## src/rtl/tag_check_stage.sv

```systemverilog
// Tags host transmit words, holds one outstanding until a matching network acknowledge
// returns (retrying on timeout), and parity-checks every received network word.
module tag_check_stage #(
  parameter int data_size      = 32,
  parameter int tag_size       = 8,
  parameter int timeout_cycles = 16,
  parameter int max_retries    = 3
) (
  input  logic                          clk,
  input  logic                          reset,
  input  logic                          host_valid_in,
  input  logic [data_size-1:0]          host_data_in,
  output logic                          host_ready_out,
  input  logic                          net_valid_in,
  input  logic [data_size+tag_size-1:0] net_word_in,
  input  logic                          net_parity_in,
  output logic                          net_ready_out,
  output logic [1:0]                    opcode_out,
  output logic                          soft_error_out,
  output logic [data_size-1:0]          tx_data_out,
  output logic [tag_size-1:0]           tx_tag_out,
  output logic [data_size+tag_size-1:0] tx_data_plus_tag_out,
  output logic                          tag_match_out,
  output logic [data_size-1:0]          rx_data_out,
  output logic [data_size+tag_size-1:0] ndt_out,
  output logic                          fail_out,
  output logic [1:0]                    state_dbg_out
);

  localparam int NW      = data_size + tag_size;
  localparam int TIMER_W = $clog2(timeout_cycles + 1);
  localparam int RETRY_W = (max_retries > 0) ? $clog2(max_retries + 1) : 1;
  localparam logic [TIMER_W-1:0] TIMER_LAST = TIMER_W'(timeout_cycles - 1);
  localparam logic [RETRY_W-1:0] RETRY_MAX  = RETRY_W'(max_retries);

  localparam logic [1:0] OP_NOP = 2'b00;
  localparam logic [1:0] OP_TXE = 2'b01;
  localparam logic [1:0] OP_RXA = 2'b10;

  typedef enum logic [1:0] {
    ST_IDLE     = 2'd0,
    ST_WAIT_ACK = 2'd1,
    ST_RETRY    = 2'd2
  } state_t;

  // Handshake: a word moves on any cycle where valid & ready are both high; ready is
  // derived from state and reset only, so it never depends on the valid it qualifies.

  state_t                 state_q, state_d;
  logic [tag_size-1:0]    tag_cnt_q, tag_cnt_d;
  logic [TIMER_W-1:0]     timer_q, timer_d;
  logic [RETRY_W-1:0]     retry_q, retry_d;
  logic [data_size-1:0]   tx_data_q, tx_data_d;
  logic [tag_size-1:0]    tx_tag_q, tx_tag_d;
  logic [data_size-1:0]   rx_data_q, rx_data_d;
  logic [NW-1:0]          ndt_q, ndt_d;
  logic [1:0]             opcode_q, opcode_d;
  logic                   soft_error_q, soft_error_d;
  logic                   tag_match_q, tag_match_d;
  logic                   fail_q, fail_d;
  logic                   pend_txe_q, pend_txe_d;

  logic                   host_fire;
  logic                   net_fire;
  logic                   perr;
  logic                   ack_match;
  logic                   txe_req;

  assign host_ready_out = (state_q == ST_IDLE) & ~reset;
  assign net_ready_out  = (state_q != ST_RETRY) & ~reset;

  assign host_fire = host_valid_in & host_ready_out;
  assign net_fire  = net_valid_in & net_ready_out;
  assign perr      = (^net_word_in) ^ net_parity_in;
  assign ack_match = net_fire & ~perr & (state_q == ST_WAIT_ACK) &
                     (net_word_in[tag_size-1:0] == tx_tag_q);

  always_comb begin
    state_d      = state_q;
    tag_cnt_d    = tag_cnt_q;
    timer_d      = timer_q;
    retry_d      = retry_q;
    tx_data_d    = tx_data_q;
    tx_tag_d     = tx_tag_q;
    rx_data_d    = rx_data_q;
    ndt_d        = ndt_q;
    opcode_d     = OP_NOP;
    soft_error_d = 1'b0;
    tag_match_d  = 1'b0;
    fail_d       = 1'b0;
    pend_txe_d   = 1'b0;
    txe_req      = pend_txe_q;

    case (state_q)
      ST_IDLE: begin
        if (host_fire) begin
          tx_data_d = host_data_in;
          tx_tag_d  = tag_cnt_q;
          tag_cnt_d = tag_cnt_q + 1'b1;
          timer_d   = '0;
          retry_d   = '0;
          state_d   = ST_WAIT_ACK;
          txe_req   = 1'b1;
        end
      end
      ST_WAIT_ACK: begin
        // A matching ack in the timeout cycle takes priority over the retry.
        if (ack_match) begin
          state_d = ST_IDLE;
        end else if (timer_q == TIMER_LAST) begin
          state_d = ST_RETRY;
        end else begin
          timer_d = timer_q + 1'b1;
        end
      end
      ST_RETRY: begin
        if (retry_q < RETRY_MAX) begin
          retry_d = retry_q + 1'b1;
          timer_d = '0;
          state_d = ST_WAIT_ACK;
          txe_req = 1'b1;
        end else begin
          fail_d  = 1'b1;
          state_d = ST_IDLE;
          txe_req = 1'b0;
        end
      end
      default: begin
        state_d = ST_IDLE;
      end
    endcase

    // A received word owns the opcode slot; a colliding TXE is deferred one cycle
    // unless the ack it would announce has already arrived.
    if (net_fire) begin
      rx_data_d    = net_word_in[NW-1:tag_size];
      ndt_d        = net_word_in;
      opcode_d     = OP_RXA;
      soft_error_d = perr;
      tag_match_d  = ack_match;
      pend_txe_d   = txe_req & ~ack_match;
    end else if (txe_req) begin
      opcode_d = OP_TXE;
    end
  end

  always_ff @(posedge clk) begin
    if (reset) begin
      state_q      <= ST_IDLE;
      tag_cnt_q    <= '0;
      timer_q      <= '0;
      retry_q      <= '0;
      tx_data_q    <= '0;
      tx_tag_q     <= '0;
      rx_data_q    <= '0;
      ndt_q        <= '0;
      opcode_q     <= OP_NOP;
      soft_error_q <= 1'b0;
      tag_match_q  <= 1'b0;
      fail_q       <= 1'b0;
      pend_txe_q   <= 1'b0;
    end else begin
      state_q      <= state_d;
      tag_cnt_q    <= tag_cnt_d;
      timer_q      <= timer_d;
      retry_q      <= retry_d;
      tx_data_q    <= tx_data_d;
      tx_tag_q     <= tx_tag_d;
      rx_data_q    <= rx_data_d;
      ndt_q        <= ndt_d;
      opcode_q     <= opcode_d;
      soft_error_q <= soft_error_d;
      tag_match_q  <= tag_match_d;
      fail_q       <= fail_d;
      pend_txe_q   <= pend_txe_d;
    end
  end

  assign opcode_out           = opcode_q;
  assign soft_error_out       = soft_error_q;
  assign tx_data_out          = tx_data_q;
  assign tx_tag_out           = tx_tag_q;
  assign tx_data_plus_tag_out = {tx_data_q, tx_tag_q};
  assign tag_match_out        = tag_match_q;
  assign rx_data_out          = rx_data_q;
  assign ndt_out              = ndt_q;
  assign fail_out             = fail_q;
  assign state_dbg_out        = state_q;

endmodule

```

## config.mk

```make
export PLATFORM = sky130hd
export DESIGN_NAME = tag_check_stage
export DESIGN_NICKNAME = d
export VERILOG_FILES = /design/src/rtl/tag_check_stage.sv
export SDC_FILE = /design/constraint.sdc
export NUM_CORES = 1
export LEC_CHECK = 0
export CAP_MARGIN = 20
export CORE_MARGIN = 3
export CORE_UTILIZATION = 41
export DETAILED_ROUTE_END_ITERATION = 8
export PLACE_DENSITY_LB_ADDON = 0.12
export SYNTH_ARGS = -nofsm -noshare
export SYNTH_HDL_FRONTEND = slang
export SYNTH_SLANG_ARGS = --single-unit
```

## constraint.sdc

```tcl
create_clock -name clk -period 3.25 [get_ports clk]
set_input_delay 0.65 -clock clk [delete_from_list [all_inputs] [get_ports clk]]
set_output_delay 0.65 -clock clk [all_outputs]
set_load 0.005 [all_outputs]
```

# After elaboration in Yosys (flattened, before gate mapping)

Cells that the tools add are included.

Register bits: 135
Bits in latches: 0
Bits in writable memories: 0
ROM bits: 0
Output and inout port bits: 161
Word-level logic and storage cells: 72
Memories: 0

$add $sub $neg: 3
Multiply operators: 0
Divide/modulo/power cells: 0
$lt $le $gt $ge: 1
Equality and inequality tests: 10
Shift-type cells: 0
Multiplexer cells: 19
Bitwise logic cells: 14
Reduce and logical (&&, ||, !) cells: 11

Operator list:

| operator                                                                 | number |
|---|---|
| 40-bit parity                                                            | 1 |
| 5-bit two-way mux                                                        | 4 |
| 5-bit case mux with 3 select lines                                       | 1 |
| 2-bit two-way mux                                                        | 6 |
| 2-bit inequality test (second input constant)                            | 5 |
| 8-bit by 1-bit adder with 8-bit output (second input constant)           | 1 |
| 1-bit AND                                                                | 8 |
| 8-bit == test                                                            | 1 |
| 2-bit case mux with 3 select lines                                       | 1 |
| 2-bit OR reduction                                                       | 3 |
| 5-bit by 1-bit adder with 5-bit output (second input constant)           | 1 |
| 5-bit by 4-bit == test with 1-bit output (second input constant)         | 1 |
| 1-bit two-way mux                                                        | 5 |
| 1-bit NOT                                                                | 5 |
| 5-bit AND reduction                                                      | 1 |
| 2-bit case mux with 2 select lines                                       | 1 |
| 2-bit AND reduction                                                      | 2 |
| 3-bit by 2-bit inequality test with 1-bit output (second input constant) | 1 |
| 3-bit AND reduction                                                      | 1 |
| 3-bit nonzero test                                                       | 1 |
| 2-bit by 1-bit adder with 2-bit output (second input constant)           | 1 |
| 2-bit by 1-bit == test with 1-bit output (second input constant)         | 1 |
| 2-bit == test (second input constant)                                    | 1 |
| 2-bit logical NOT                                                        | 1 |
| other kinds (4)                                                          | 4 |

# Logic depth before layout (Yosys ltp)

Gate-level depths: netlist (run 1).

Depth after elaboration: 8
Mapped depth: 9
Depth with buffers taken out: 8

# Least setup slack after synthesis (run 1)

No wires, ideal clock.

Kind: input to register
Start point: input port net_word_in[12]
End point: register timer_q[3]
Arrival: 2463 ps
Required time: 3176 ps
Slack: 712 ps
Cell stages on the path: 8
Path buffers: 0
Cells stage by stage: xor2_1 xnor2_1 xnor2_1 xnor2_1 xnor3_1 nor3b_4 or4_1 a31oi_1

Longest elaborated chain between the ends: 8

Ends and longest elaborated chain:

| item                            | RTL line | source |
|---|---|---|
| start, declared                 | 15       | `input logic [data_size+tag_size-1:0] net_word_in,` |
| 40-bit parity                   | 74       | `assign perr = (^net_word_in) ^ net_parity_in;` |
| 1-bit bitwise XOR               | 74       |  |
| 1-bit NOT                       | 75       | `assign ack_match = net_fire & ~perr & (state_q == ST_WAIT_ACK) &` |
| 1-bit AND (3 in a row)          | 75       |  |
| 2-bit inequality test (no line) | n/a      |  |
| 5-bit AND reduction (no line)   | n/a      |  |
| end signal, assigned            | 165      | `timer_q <= timer_d;` |
| end, declared                   | 51       | `logic [TIMER_W-1:0] timer_q, timer_d;` |

Every way passes these cells.
A chain may end at the register's enable or synchronous reset.

# Worst setup path after layout (run 1)

Start point: input port net_word_in[7]
End point: register timer_q[3]

Longest elaborated chain between the ends: 8
Elaborated cells between the ends (all ways): 9

Ends and longest elaborated chain:

| item                                | RTL line |
|---|---|
| 40-bit parity                       | 74 |
| 1-bit bitwise XOR                   | 74 |
| 1-bit NOT                           | 75 |
| 1-bit AND (2 in a row)              | 75 |
| 1-bit AND (*)                       | 75 |
| 2-bit inequality test (no line) (*) | n/a |
| 5-bit AND reduction (no line) (*)   | n/a |

Every way passes the cells marked *; elsewhere a longest branch is shown, timed or not.

==> results of run 1 <==
==> worst max-delay path by stage <==
stage	from	endpoint	slack, ns	cells past startpoint
2_1_floorplan	net_word_in[12]	timer_q[3]	0.71	8
3_3_place_gp	net_word_in[6]	timer_q[3]	0.04	9
3_5_place_dp	net_word_in[6]	timer_q[3]	-0.07	9
4_1_cts	net_word_in[6]	timer_q[3]	0.30	9
5_1_grt	net_word_in[6]	timer_q[2]	0.13	9
6_report	net_word_in[7]	timer_q[3]	0.30	9
==> power by group through the flow <==
stage | Combinational [mW] | Clock [mW] | Sequential (mW)
floorplan | 0.382 | 0 | 1.42
global placement | 0.725 | 0 | 1.42
detailed placement | 0.739 | 0 | 1.42
CTS | 0.744 | 1.15 | 1.40
global route | 0.789 | 1.20 | 1.41
finish | 0.732 | 1.12 | 1.40
==> worst max-delay path, delay by kind of cell <==
kind / cells / cell delay [ns]
AO/OA/AOI/OAI: 1 / 0.17
XOR/XNOR: 5 / 1.20
buffers and inverters: 1 / 0.51
AND/OR/NAND/NOR: 2 / 0.68
==> state kept, by name, indices dropped and copies added, names as in the netlist <==
name            cells
soft_error_out      1
opcode_out          2
tx_data_out        32
tx_tag_out          8
fail_out            1
tag_match_out       1
tag_cnt_q           8
retry_q             2
ndt_out             8
rx_data_out        32
state_dbg_out       2
pend_txe_q          1
timer_q             5
==> logic make-up (layout without fill, tap and decap cells) <==
family / count (synthesis) / after routing
DFF: 103 / 103
muxes: 2 / 2
xor gates and xnor gates: 54 / 54
adders and majority gates: 4 / 4
buffers and inverters: 104 / 270
AOI/OAI and AO/OA: 53 / 53
and+or+nand+nor: 250 / 250
==> cells in the mapped netlist, types with 2 or more instances <==
cell type / n / area, sq um
buf_1: 4 / 15.01
buf_4: 72 / 540.5
a21oi_1: 6 / 30.03
nor3b_1: 2 / 15.01
or3_1: 2 / 12.51
nand3b_1: 41 / 307.8
mux2i_1: 2 / 20.02
xnor2_1: 38 / 332.8
o21ai_1: 12 / 60.06
dfxtp_1: 103 / 2062
nand2_1: 122 / 457.9
o21ai_0: 31 / 155.2
xor2_1: 15 / 131.4
nor2_1: 18 / 67.56
and3_1: 2 / 12.51
nand2b_1: 42 / 262.8
a211oi_1: 2 / 15.01
or4_1: 2 / 15.01
ha_1: 4 / 50.05
nor3_1: 5 / 25.02
nand3_1: 5 / 25.02
nand4_1: 3 / 18.77
clkbuf_1: 25 / 93.84
==> layout make-up <==
cell class	instances	area [sq um]	share of cell area (%)
Timing Repair Buffer	252	2480	34.75
Multi-Input combinational cell	363	2105	29.49
Sequential cell	103	2062	28.90
Clock buffer	12	236.5	3.314
Tap cell	140	175.2	2.455
Clock inverter	4	70.07	0.9819
Inverter	2	7.507	0.1052
==> layer usage <==
metal	track usage (%)	up-vias	wire (um)
met3	3.858	22	793
met2	34.23	136	6548
met4	7.522	0	291
li1	-	2082	-
met1	22.41	1910	5141
met5	0	-	0
==> summary.md, run 1 <==
| Metric | Value |
|---|---|
| Largest net degree at the start of global routing | `58` |
| Post-CTS Setup Repair Bufs | `0` |
| R2R depth | `7` |
| Clk_skew | `0.004025 ns` |
| R2R Setup Slk | `1.18 ns` |
| Initial antenna violation count | `0` |
| Clock share of power | `34.5%` |
| Leakage power figure | `2.767 nW` |
| Worst r2r dst | `timer_q[2]` |
| Pwr/cell area | `455.0 nW/um^2` |
| Fmax | `0.3385 GHz` |
| Xor/xnor cell area share of the yosys netlist | `10.08%` |
| Adder-Cell Fraction of Synth Area | `1.037%` |
| First-pass GRT wire length | `20,500 um` |
| Post-synthesis compound-gate area fraction | `5.677%` |
| Post-synth top flop | `dfxtp_1` |
| Routed WL per cell | `14.58 um` |
| Min-Delay Path Class | `reg -> reg` |
| Vias | `4,150` |
| DR pass1 iterations | `4` |
| Mux cell area share after synthesis | `0.4147%` |
| Sum Neg Setup Slack | `0 ns` |
| Most used cell, CP | `xnor2_1` |
| Cell count of the worst hold path | `2` |
| Most frequent cells in the layout | `clkdlybuf4s50_1 (236), nand2_1 (122), dfxtp_1 (103), nand2b_1 (42), nand3b_1 (41)` |
| Setup ws final | `0.2955 ns` |
| Commonest non-fill, non-tap cell in the layout | `clkdlybuf4s50_1` |
| Netlist Area Pre-Place | `4827 sq um` |
| Area Growth Syn to Fin | `47.82%` |
| Initial Utilization | `43.20%` |
| Final ANT Viol Nets | `0` |
| #FFs+latches synth | `103` |
| DR iter-0 viols | `148` |
| Sequential cell fraction of total power | `43.0%` |
| Mean Syn Cell Area | `8.469 sq um` |
| CTS tree | `built` |
| Dpl ws | `-0.06931 ns` |
| Dpl cells | `860` |
| Routed WL | `12,770 um` |
| Critical-path cell list | `clkdlybuf4s50_1 -> xor2_1 -> xnor2_1 -> xnor2_1 -> xnor2_1 -> xnor3_1 -> nor3b_4 -> or4_1 -> a31oi_1` |
| Diodes inserted | `0` |
| Avg Vias per Cell | `4.737` |
| CTS buffer count | `9` |
| IO Pins | `238` |
| DRC Markers | `0` |
| Sw frac | `23.42%` |
| # rows | `38` |
| Max-Cap Viols | `0` |
| Critical path's slowest cell | `clkdlybuf4s50_1` |
| Status | `completed` |
| Mapped Cells | `570` |
| Total gr overflow | `0` |
| CP required | `3.51 ns` |
| Clock tree sinks | `103` |
| GRT Util Overall | `19.19%` |
| Post-route insts no fill | `876` |
| Final hold slack | `0.4747 ns` |
| Max Fanout on Critical Path | `4` |
| Number of synthesized flops with an enable pin | `0` |
| Die Y | `114.5 um` |
| Fin crit share | `90.91%` |
| Gate power share | `22.5%` |
| Ys async rst share | `0%` |
| Post-DP HPWL | `9531 um` |
| Largest family of logic cells by synthesized area | `simple AND/OR/NAND/NOR gates` |
| Total chip power | `3.247 mW` |
| Critical path capture point type | `flop` |
| Worst path max stage delay | `0.51 ns` |
| FF-to-FF Start | `timer_q[0]` |
| Number of fill cells | `959` |
| Final setup vio count | `0` |
| Vias in the first global route | `4,152` |
| Clock Root Buffer | `clkbuf_16` |
| Final Max Slew Viols | `0` |
| Final Cell Area | `7136 sq um` |
| Critical path launch point type | `input pin` |
| Synth Warn # | `0` |
| Simple-gate portion of the synthesized area | `26.36%` |
| Routability cong. | `0.7877` |
| Post-synth cell types | `35` |
| Layout Nets | `812` |
| Syn_nets | `651` |
| H-tree depth | `3` |
| Hold Crit Endpoint | `ndt_out[4]` |
| CP arrival | `3.22 ns` |
| Relative slew slack | `52.42%` |
| Tmin final | `2.955 ns` |
| Fin util | `63.86%` |
| # hold bufs at CTS | `0` |
| Ratio of cells with drive above 1 in the final layout | `4.484%` |
| Worst VDD drop | `0.2503 mV` |
| Port buffer count | `237` |
| Net Sw Power | `0.7603 mW` |
| Die Width | `114.5 um` |
| Crit Path Category | `in -> reg` |
| Clock transition at path regs | `0.07 ns` |
| Measured slew at the worst slew-check pin | `0.7126 ns` |
| Hold Vio Cnt, Final | `0` |
| Worst-skew pair later-pin latency | `0.33 ns` |
| Clock Tree Buf Depth | `2` |
| Area post-placement | `6829 sq um` |
| Internal | `2.487 mW` |
| Core outline area | `11,170 sq um` |
| Die ar. | `13,110 sq um` |
| CTS resizes | `0` |
| RSZ-0062 raised after global routing | `no` |
| Hold_sp | `ndt_out[4]` |
| Register area share after synthesis | `42.72%` |
No activity file was read; power rests on OpenSTA's default activity.
==> run 2: changes to the inputs <==
--- a/config.mk
+++ b/config.mk
@@ -9,6 +9,7 @@
 export CORE_MARGIN = 3
 export CORE_UTILIZATION = 41
 export DETAILED_ROUTE_END_ITERATION = 8
+export GPL_ROUTABILITY_DRIVEN = 0
 export PLACE_DENSITY_LB_ADDON = 0.12
 export SYNTH_ARGS = -nofsm -noshare
 export SYNTH_HDL_FRONTEND = slang
==> results of run 2 <==
The final DEF is identical to that of run 1; final timing and power are the same.
